===== config.mk =====
export PLATFORM = sky130hd
export DESIGN_NAME = reg5_write_arbiter
export DESIGN_NICKNAME = d
export VERILOG_FILES = /design/src/rtl/reg5_write_arbiter.sv
export SDC_FILE = /design/constraint.sdc
export NUM_CORES = 1
export LEC_CHECK = 0
export CORE_MARGIN = 4
export CORE_UTILIZATION = 49
export CTS_BUF_LIST = sky130_fd_sc_hd__clkbuf_16
export CTS_CLUSTER_SIZE = 40
export DETAILED_ROUTE_END_ITERATION = 8
export GPL_ROUTABILITY_DRIVEN = 0
export PLACE_DENSITY_LB_ADDON = 0.3
export SYNTH_ARGS = -nofsm -noshare
export SYNTH_HDL_FRONTEND = slang
export SYNTH_SLANG_ARGS = --single-unit
export TNS_END_PERCENT = 1

===== constraint.sdc =====
create_clock -name CLK -period 5.59 [get_ports CLK]
set_clock_uncertainty 0.2 [all_clocks]
set_input_delay 1.118 -clock CLK [delete_from_list [all_inputs] [get_ports CLK]]
set_output_delay 1.118 -clock CLK [all_outputs]
set_load 0.1 [all_outputs]

===== src/rtl/reg5_write_arbiter.sv =====
// Round-robin write arbiter for a shared 5-bit clock-enabled register.
// It issues one-cycle Ce/Din commits, gives clear absolute priority, and enforces a programmable gap.
module reg5_write_arbiter #(
    parameter int unsigned HOLD_CYCLES = 2
) (
    input  logic        CLK,
    input  logic        RST,
    input  logic [3:0]  req,
    input  logic [19:0] din,
    input  logic        clr,
    output logic        reg_ce,
    output logic [4:0]  reg_din,
    output logic [3:0]  ack,
    output logic [1:0]  last_id,
    output logic        busy,
    output logic [7:0]  commit_cnt
);

    typedef enum logic [1:0] {StIdle, StCommit, StGap} state_t;

    localparam logic [3:0] GapLoad = (HOLD_CYCLES > 0) ? 4'(HOLD_CYCLES - 1) : 4'd0;

    state_t      r_state, w_state_nxt;
    logic [3:0]  r_gap, w_gap_nxt;
    logic [1:0]  r_ptr;
    logic        r_ce, r_busy;
    logic [4:0]  r_din;
    logic [3:0]  r_ack;
    logic [1:0]  r_last;
    logic [7:0]  r_cnt;

    logic        w_found;
    logic [1:0]  w_gnt_id;
    logic [1:0]  w_idx;
    logic [4:0]  w_gnt_data;

    // First set request scanning upward from r_ptr, modulo 4.
    always_comb begin
        w_found  = 1'b0;
        w_gnt_id = r_ptr;
        w_idx    = r_ptr;
        for (int i = 0; i < 4; i++) begin
            w_idx = r_ptr + 2'(i);
            if (!w_found && req[w_idx]) begin
                w_found  = 1'b1;
                w_gnt_id = w_idx;
            end
        end
    end

    always_comb begin
        w_gnt_data = din[4:0];
        unique case (w_gnt_id)
            2'd0: w_gnt_data = din[4:0];
            2'd1: w_gnt_data = din[9:5];
            2'd2: w_gnt_data = din[14:10];
            2'd3: w_gnt_data = din[19:15];
        endcase
    end

    always_comb begin
        w_state_nxt = r_state;
        w_gap_nxt   = r_gap;
        case (r_state)
            StIdle: begin
                if (clr || w_found) w_state_nxt = StCommit;
            end
            StCommit: begin
                if (HOLD_CYCLES > 0) begin
                    w_state_nxt = StGap;
                    w_gap_nxt   = GapLoad;
                end else begin
                    w_state_nxt = StIdle;
                end
            end
            StGap: begin
                if (r_gap == 4'd0) w_state_nxt = StIdle;
                else               w_gap_nxt   = r_gap - 4'd1;
            end
            default: w_state_nxt = StIdle;
        endcase
    end

    always_ff @(posedge CLK or negedge RST) begin
        if (!RST) begin
            r_state <= StIdle;
            r_gap   <= 4'd0;
            r_ptr   <= 2'd0;
            r_ce    <= 1'b0;
            r_din   <= 5'd0;
            r_ack   <= 4'd0;
            r_last  <= 2'd0;
            r_busy  <= 1'b0;
            r_cnt   <= 8'd0;
        end else begin
            r_state <= w_state_nxt;
            r_gap   <= w_gap_nxt;
            r_busy  <= (w_state_nxt != StIdle);
            r_ce    <= 1'b0;
            r_ack   <= 4'd0;
            // Commit outputs are launched on the edge that enters COMMIT.
            if (r_state == StIdle) begin
                if (clr) begin
                    r_ce  <= 1'b1;
                    r_din <= 5'd0;
                    r_cnt <= r_cnt + 8'd1;
                end else if (w_found) begin
                    r_ce   <= 1'b1;
                    r_din  <= w_gnt_data;
                    r_ack  <= 4'b0001 << w_gnt_id;
                    r_last <= w_gnt_id;
                    r_ptr  <= w_gnt_id + 2'd1;
                    r_cnt  <= r_cnt + 8'd1;
                end
            end
        end
    end

    assign reg_ce     = r_ce;
    assign reg_din    = r_din;
    assign ack        = r_ack;
    assign last_id    = r_last;
    assign busy       = r_busy;
    assign commit_cnt = r_cnt;

endmodule


* Yosys cells after proc, flatten, opt, wreduce, memory -nomap -nowiden *
Cells that the tools add are included.

storage, ports and cells
  bits in registers = 29
  bits of input ports = 27
  word-level logic and storage cells = 74
  output and inout port bits = 21

operators by class
  equal/unequal tests = 6
  reductions and logical operators = 16
  bitwise gates (word level) = 1
  shift-type cells = 1
  mux-type cells = 31
  $lt $le $gt $ge = 4
  add/subtract/negate cells = 6

operators by type and width
  cell                                                 count
  one-hot mux 5 bit (4 select lines)                   1
  2-to-1 mux 4 bit                                     4
  2-to-1 mux 8 bit                                     2
  < comparator 2 x 3 -> 1 bit, second input constant   4
  2-to-1 mux 1 bit                                     11
  2-to-1 mux 2 bit                                     5
  2-to-1 mux 5 bit                                     2
  adder 8 x 1 -> 8 bit, second input constant          1
  binary-select mux 1 bit (select 2 bit)               4
  one-hot mux 4 bit (2 select lines)                   1
  equality test 2 bit, second input constant           3
  one-hot mux 2 bit (3 select lines)                   1
  nonzero test 2 bit                                   3
  adder 2 x 1 -> 2 bit, second input constant          2
  adder 2 bit, second input constant                   2
  equality test 2 x 1 -> 1 bit, second input constant  2
  zero test 2 bit                                      2
  zero test 4 bit                                      1
  AND reduction 2 bit                                  2
  left shift 1 x 2 -> 4 bit, first input constant      1
  subtractor 4 x 1 -> 4 bit, second input constant     1
  logical AND 1 bit                                    3
  zero test 1 bit                                      3
  AND reduction 3 bit                                  1
  other kinds (3)                                      3

* Longest topological paths before layout *
Gate-level depths: netlist of run 1.

  depth after elaboration = 16
  depth in mapped cells = 9
  depth with buffers taken out = 8

* Worst setup path before layout of run 1 *
Ideal clock, no wire load.

  path kind = in2reg
  from = input req[0]
  to = register r_din[0], in the netlist reg_din[0]
  slack = 2.639 ns
  path buffers = 0
  cell stages on the path = 8
  arrival time = 2.629 ns
  required time = 5.268 ns
  library setup time = 0.122 ns
  path through = nor2b_1 or4_1 nand2_1 inv_1 ha_1 a222oi_1 o21ai_0 a22o_1

between the ends
  word-level cells in the longest chain between the ends = 16

RTL lines
  element                                            line  text
  from (decl)                                        8     input logic [3:0] req,
  binary-select mux 1 bit (select 2 bit)             44    if (!w_found && req[w_idx]) begin
  2-to-1 mux 1 bit (implied by the code)             44
  2-to-1 mux 1 bit                                   44
  zero test 1 bit                                    44
  logical AND 1 bit                                  44
  2-to-1 mux 1 bit                                   44
  zero test 1 bit                                    44
  logical AND 1 bit                                  44
  2-to-1 mux 1 bit                                   44
  zero test 1 bit                                    44
  logical AND 1 bit                                  44
  2-to-1 mux 2 bit (*)                               44
  net w_gnt_id[1]                                    33    logic [1:0] w_gnt_id;
  equality test 2 bit, or another cell as far along  53    unique case (w_gnt_id)
  one-hot mux 5 bit (4 select lines) (*)             53
  2-to-1 mux 5 bit (*)                               107   end else if (w_found) begin
  2-to-1 mux 5 bit (*)                               103   if (clr) begin
  to (signal assigned)                               109   r_din <= w_gnt_data;
  to (decl)                                          27    logic [4:0] r_din;

The timed path passes the listed nets; every way through them passes the cells marked *. The select of a mux whose other input is x is not followed.
A chain may end at the register's enable or synchronous reset.

* Worst setup path after layout of run 1 *
  from = input req[3]
  to = register r_din[1], in the netlist reg_din[1]

Same word-level chain as after synthesis.

==> flow_summary.yaml, run 1 <==
sta:
  final_max_slew_viol_count: 0
  setup-tns-final_ps: 0
  max_slew_margin_pct: 21.2
  finalHoldViolCount: 0
  period_needed_ps: 3560
  setup_viol: 0
  tightest_slew_ps: 1170
  rsz0062_at_grt: "no"
  hold-worst-slack_ps: 276
  finalCritPeriodShare_pct: 63.7
  fmax_ghz: 0.281
clock_tree:
  path_clk_slew_ps: 50
  cts-root-buf: "clkbuf_16"
  cts_buffer_depth: 2
  clkSinkCount: 29
  cts_hold_buf: 0
  cts_tree: "yes"
  clk_latency_ps: 270
  cts_buffers: 5
  ctsResizeCount: 0
  post_cts_buffers: 0
  htree_levels: 2
synthesis:
  yosys_warnings: 0
  synth-seq-area-share_pct: 49.4
  ys_ff_latch: 29
  ys.flop_type: "dfrtp_1"
  synth_fp_nets: 171
  syn_inst: 137
  synth_edf_count: 0
  yosys-top-cells-area: "dfrtp_1 (49%), ha_1 (6.0%), nand2_1 (3.6%)"
  netlist.area_leader.share_pct: 49.4
  synth_most_common_cell: "dfrtp_1"
  synth_common_cells: "dfrtp_1 (29), nand2_1 (14), inv_1 (8)"
  avgSynthCellArea_um2: 10.7
  synth_area_um2: 1470
  synthDistinctLibCells: 35
  ys_async_sr_fraction_pct: 100
  synth_top_area_cell: "dfrtp_1"
placement:
  io_buffer_count: 47
  hpwl_um: 2610
  placed_area_um2: 1960
grt:
  groute.usage.overall_pct: 19.8
  grt_pass1_wl_um: 6150
  grt_overflow: 0
  grt_max_degree: 30
  antenna_found_initial: 0
  grt_pass1_vias: 1361
routing:
  via_per_inst: 5.71
  drc: 0
  wl_um: 3570
  num_vias: 1251
  firstDrtPassIters: 4
  antenna_left: 0
  routedWlPerCell_um: 16.3
  drt_iter0_drc: 103
floorplanning:
  die_area_um2: 3940
  num_rows: 19
  core_area_um2: 2810
  die_h_um: 62.8
  num_io_pins: 48
  dieWidth_um: 62.8
  initial_core_util_pct: 52.4
worst_setup_path:
  crit_required_ps: 5550
  worstPathArrival_ps: 3520
  cp-start-kind: "primary input"
  cp-startpoint: "req[3]"
  path_class: "in2reg"
  r2r_start: "r_ptr[1]"
  critPathMaxFanout: 6
  crit_path_end_kind: "flip-flop"
run:
  maxCapViolations: 0
final_layout:
  finish.instance_area_um2: 2150
  nets: 221
  synthToLayoutAreaGrowth_pct: 46.2
  antennaDiodeCount: 0
  drive_above_1_share_pct: 9.04
worst_hold_path:
  hp-start: "commit_cnt[7]"
  hold_class: "reg2reg"
run_status:
  status: "finished, final reports clean"
## metal layers
layer	vias to the layer above	share of wire (%)	track usage, %
met5	-	0	0
met4	0	1.4	6.61
met3	6	5.9	5.94
met2	48	53	36.4
met1	607	39	21.4
li1	590	-	-
## cells by family (layout without fill, tap and decap cells)
group,Yosys count,count (layout),share of synthesized area [%]
AOI/OAI and AO/OA,27,27,13.4
xor gates and xnor gates,7,7,4.17
adders and majority gates,7,7,5.96
buffers and inverters,13,64,3.91
DFF,29,29,49.4
muxes,5,5,3.66
and+or+nand+nor,49,49,19.5
## through the flow
stage / instances / setup WS, ps / utilization (%)
floorplan: 137 / 2640 / -
global placement: 211 / 1870 / 69.8
detailed placement: 211 / 1780 / 69.8
CTS: 219 / 2040 / 76.6
global route: 219 / 1870 / 76.6
finish: 219 / 2030 / 76.6
## final timing paths
check / slack, ps / depth (start not counted) / end
setup / recovery: 2030 / 9 / reg_din[1]
hold / removal: 280 / 1 / commit_cnt[7]
setup reg to reg: 3070 / 8 / reg_din[1]
hold reg to reg: 280 / 1 / commit_cnt[7]
max in group asynchronous: 3890 / 2 / r_ptr[1]
min in group asynchronous: 1030 / 2 / r_gap[0]
## registers in the layout (all words and copies together) (netlist names)
signal,flops
busy,1
last_id,2
ack,4
commit_cnt,8
r_ptr,2
reg_din,5
r_gap,4
reg_ce,1
r_state,2
## cells in the final DEF (no fill, tap or decap), types with 2 or more instances in the layout
master	netlist	layout
clkbuf_16	0	5
nor3b_1	2	2
bufinv_16	0	2
o22ai_1	2	2
nand2_1	14	14
dfrtp_1	29	29
mux2i_1	2	2
nand2b_1	3	3
nor4_1	2	2
xnor2_1	4	4
a22o_1	5	5
mux2_2	3	3
and2_1	4	4
nand4_1	2	2
xor2_1	3	3
nor2_1	4	4
a222oi_1	5	5
nor3_1	4	4
ha_1	7	7
nor2b_1	6	6
inv_1	8	8
a21oi_1	4	4
nor4_2	3	3
clkdlybuf4s50_1	0	47
o21ai_0	7	7
## final cells by class
| class | count | area, um2 |
|---|---|---|
| Sequential cell | 29 | 726 |
| Multi-Input combinational cell | 95 | 687 |
| Fill cell | 192 | 656 |
| Timing Repair Buffer | 48 | 478 |
| Clock buffer | 5 | 125 |
| Clock inverter | 3 | 65.1 |
| Tap cell | 31 | 38.8 |
| Inverter | 8 | 30.0 |
## critical path, cell delays in order
cell and delay, ps:
clkdlybuf4s50_1 580, and3b_1 200, or4_1 470, nand2_1 150, inv_1 110, ha_1 280, a222oi_1 290, o21ai_0 130
a22o_1 190
Power of run 1 is not shown: default switching activity piles up to over one toggle a cycle in this logic, so the estimate is an artifact.
==> run 2, diff against run 1 <==
--- a/config.mk
+++ b/config.mk
@@ -6,7 +6,7 @@
 export NUM_CORES = 1
 export LEC_CHECK = 0
 export CORE_MARGIN = 4
-export CORE_UTILIZATION = 49
+export CORE_UTILIZATION = 41
 export CTS_BUF_LIST = sky130_fd_sc_hd__clkbuf_16
 export CTS_CLUSTER_SIZE = 40
 export DETAILED_ROUTE_END_ITERATION = 8
==> constraint.sdc (replaced) <==
create_clock -name CLK -period 3.25 [get_ports CLK]
set_clock_uncertainty 0.2 [all_clocks]
set_input_delay 0.65 -clock CLK [delete_from_list [all_inputs] [get_ports CLK]]
set_output_delay 0.65 -clock CLK [all_outputs]
set_load 0.1 [all_outputs]
==> flow_summary.yaml, run 2 (synthesized netlist as in run 1, its figures left out) <==
run:
  maxCapViolations: 0
routing:
  routedWlPerCell_um: 13.7
  antenna_left: 0
  wl_um: 3240
  num_vias: 1208
  drc: 0
  firstDrtPassIters: 4
  via_per_inst: 5.12
  drt_iter0_drc: 75
worst_hold_path:
  min_delay_path_depth: 1
  holdPathEnd: "commit_cnt[7]"
  hold_class: "reg2reg"
  hp-start: "commit_cnt[7]"
clock_tree:
  clkSinkCount: 29
  cts_hold_buf: 0
  cts_tree: "yes"
  clk_latency_ps: 270
  post_cts_buffers: 0
  cts_buffers: 5
  htree_levels: 2
  cts_buffer_depth: 2
  cts-root-buf: "clkbuf_16"
  ctsResizeCount: 0
  path_clk_slew_ps: 50
grt:
  grt_overflow: 0
  grt_pass1_wl_um: 5550
  grt_pass1_vias: 1225
  antenna_found_initial: 0
  groute.usage.overall_pct: 16.0
  grt_max_degree: 30
worst_setup_path:
  crit_required_ps: 3210
  worstPathArrival_ps: 2890
  critPathMaxFanout: 6
  critPathTopFamily: "simple AND/OR/NAND/NOR gates"
  ff2ff_path_depth: 8
  cp-start-kind: "primary input"
  path_class: "in2reg"
  crit_buf_inv: 2
  crit_path_top_delay_cell: "or4_1"
  worst-r2r-setup-slack_ps: 790
  crit_path_end_kind: "flip-flop"
  r2r-end: "reg_din[4]"
  path_cells: "clkdlybuf4s50_1 > nor2b_1 > or4_1 > nand2_1 > inv_1 > ha_1 > a222oi_1 > o21ai_0 > a22o_1"
  r2r_start: "r_ptr[1]"
  cp_slowest_stage_delay_ps: 490
sta:
  max_slew_margin_pct: 22.6
  tightest_slew_ps: 1150
  period_needed_ps: 2940
  finalCritPeriodShare_pct: 90.4
  hold-worst-slack_ps: 268
  rsz0062_at_grt: "no"
  final_max_slew_viol_count: 0
  finalHoldViolCount: 0
  setup_viol: 0
  setup-tns-final_ps: 0
  fmax_ghz: 0.341
placement:
  hpwl_um: 2490
  io_buffer_count: 47
  placedCellCount: 228
  placed_area_um2: 1940
final_layout:
  drive_above_1_share_pct: 21.1
  final_common_cell: "dfrtp_1"
  antennaDiodeCount: 0
  final_cell_mix: "dfrtp_1 (29), clkdlybuf4s50_1 (26), buf_4 (24)"
  finish.instance_area_um2: 2080
  nets: 223
  layout.area.seq_um2: 726
  multi_input_area_um2: 687
  largest_register_ffs: 8
  final_cell_count_no_fill: 236
  synthToLayoutAreaGrowth_pct: 41.7
  n_fill_cell: 277
floorplanning:
  num_rows: 21
  die_h_um: 67.9
  die_area_um2: 4610
  core_area_um2: 3390
  dieWidth_um: 67.9
  initial_core_util_pct: 43.4
  num_io_pins: 48
run_status:
  status: "finished, final reports clean"
[run 2: per-stage QoR]
stage | util, % | setup WS (ps)
2_1_floorplan | - | 767
3_3_place_gp | 57.3 | 148
3_5_place_dp | 57.3 | 18.2
4_1_cts | 61.5 | 303
5_1_grt | 61.5 | 125
6_report | 61.5 | 314
[run 2: how the worst max path moves through the flow]
stage	from	to	slack, ps	depth (start not counted)
after floorplan	req[0]	reg_din[0]	770	8
after global placement	req[0]	reg_din[4]	150	9
after detailed placement	req[0]	reg_din[4]	20	9
after CTS	req[0]	reg_din[4]	300	9
after global routing	req[0]	reg_din[4]	130	9
final	req[0]	reg_din[4]	310	9
[run 2: layout make-up]
type                       count  share of cell area, %
clock buffer                   5                   6.01
clock inverter                 3                  0.841
inverter                       8                   1.44
multi-input combinational     95                   33.0
sequential                    29                   34.8
tap                           46                   2.76
timing repair buffer          50                   21.1
[run 2: worst register-to-register path: stages, from the launching register on]
cell	delay (ps)
dfrtp_1	410
and3b_1	190
or4_1	460
nand2_1	140
inv_1	100
ha_1	280
a222oi_1	250
o21ai_0	130
a22o_1	190
[run 2: routing by layer]
metal	wire length, um	GRT usage [%]	part of all wire (%)	vias to the layer above
li1	-	-	-	595
met1	1490	21.2	46	569
met2	1510	24.7	46	40
met3	209	5.09	6.5	4
met4	34	5.96	1.1	0
met5	0	0	0	-
Power of run 2 is left out for the same reason.
==> run 3, diff against run 2 <==
--- a/config.mk
+++ b/config.mk
@@ -12,6 +12,7 @@
 export DETAILED_ROUTE_END_ITERATION = 8
 export GPL_ROUTABILITY_DRIVEN = 0
 export PLACE_DENSITY_LB_ADDON = 0.3
+export SLEW_MARGIN = 10
 export SYNTH_ARGS = -nofsm -noshare
 export SYNTH_HDL_FRONTEND = slang
 export SYNTH_SLANG_ARGS = --single-unit
==> flow_summary.yaml, run 3 (synthesized netlist as in run 1, its figures left out) <==
run_status:
  status: "finished, final reports clean"
worst_setup_path:
  cp-startpoint: "req[0]"
  r2r_start: "r_ptr[1]"
  cp-start-kind: "primary input"
  path_class: "in2reg"
  critPathMaxFanout: 6
  worstPathArrival_ps: 2890
  crit_path_end_kind: "flip-flop"
  crit_required_ps: 3210
sta:
  setup-tns-final_ps: 0
  finalCritPeriodShare_pct: 90.2
  rsz0062_at_grt: "no"
  finalHoldViolCount: 0
  fmax_ghz: 0.341
  period_needed_ps: 2930
  setup_viol: 0
  tightest_slew_ps: 709
  final_max_slew_viol_count: 0
  max_slew_margin_pct: 52.4
  hold-worst-slack_ps: 268
clock_tree:
  cts_hold_buf: 0
  ctsResizeCount: 0
  path_clk_slew_ps: 50
  cts-root-buf: "clkbuf_16"
  cts_buffers: 5
  post_cts_buffers: 0
  cts_buffer_depth: 2
  cts_tree: "yes"
  htree_levels: 2
  clkSinkCount: 29
  clk_latency_ps: 270
run:
  maxCapViolations: 0
final_layout:
  final_cell_mix: "dfrtp_1 (29), clkdlybuf4s50_1 (26), buf_4 (24)"
  antennaDiodeCount: 0
  largest_register_ffs: 8
  final_common_cell: "dfrtp_1"
  drive_above_1_share_pct: 21.1
  nets: 223
  synthToLayoutAreaGrowth_pct: 42.3
floorplanning:
  num_io_pins: 48
  num_rows: 21
  die_h_um: 67.9
  core_area_um2: 3390
  dieWidth_um: 67.9
  initial_core_util_pct: 43.4
  die_area_um2: 4610
routing:
  via_per_inst: 5.09
  firstDrtPassIters: 4
  wl_um: 3250
  drc: 0
  antenna_left: 0
  routedWlPerCell_um: 13.8
  num_vias: 1202
  drt_iter0_drc: 72
grt:
  grt_overflow: 0
  groute.usage.overall_pct: 16.0
  antenna_found_initial: 0
  grt_max_degree: 30
  grt_pass1_wl_um: 5550
  grt_pass1_vias: 1225
worst_hold_path:
  hp-start: "commit_cnt[7]"
  hold_class: "reg2reg"
placement:
  io_buffer_count: 47
  hpwl_um: 2490
==> run 3: layout make-up <==
class                   count  area [um2]
well taps                  46        57.6
repair buffers             50         440
flip-flops and latches     29         726
inverters                   8        30.0
clock buffers               5         125
fillers                   274        1300
multi-input cells          95         696
clock inverters             3        17.5
==> run 3: metal layers <==
| metal | track usage, % | vias up | wire length, um |
|---|---|---|---|
| li1 | - | 596 | - |
| met1 | 21.2 | 564 | 1500 |
| met2 | 24.7 | 38 | 1510 |
| met3 | 5.09 | 4 | 204 |
| met4 | 5.96 | 0 | 34 |
| met5 | 0 | - | 0 |
==> run 3: final timing paths <==
kind	end	slack, ps	cells after the start
worst max-delay path	reg_din[4]	320	9
worst min-delay path	commit_cnt[7]	270	1
worst max register to register	reg_din[4]	790	8
worst min register to register	commit_cnt[7]	270	1
max in group asynchronous	commit_cnt[3]	2030	2
min in group asynchronous	r_gap[3]	560	2
==> run 3: stage by stage <==
stage	cell area [um2]	util, %	setup slack, ps	std cells
4_1_cts	2080	61.5	303	236
6_report	2090	61.7	318	236
3_3_place_gp	1940	57.3	148	228
2_1_floorplan	1470	-	767	137
5_1_grt	2090	61.7	125	236
3_5_place_dp	1940	57.3	18.2	228
==> run 3: worst max-delay path: stages <==
cell and delay [ps]:
clkdlybuf4s50_1 480, nor2b_1 180, or4_1 490, nand2_1 140
inv_1 100, ha_1 280, a222oi_1 240, o21ai_0 130
a22o_1 190
Power of run 3 is left out for the same reason.
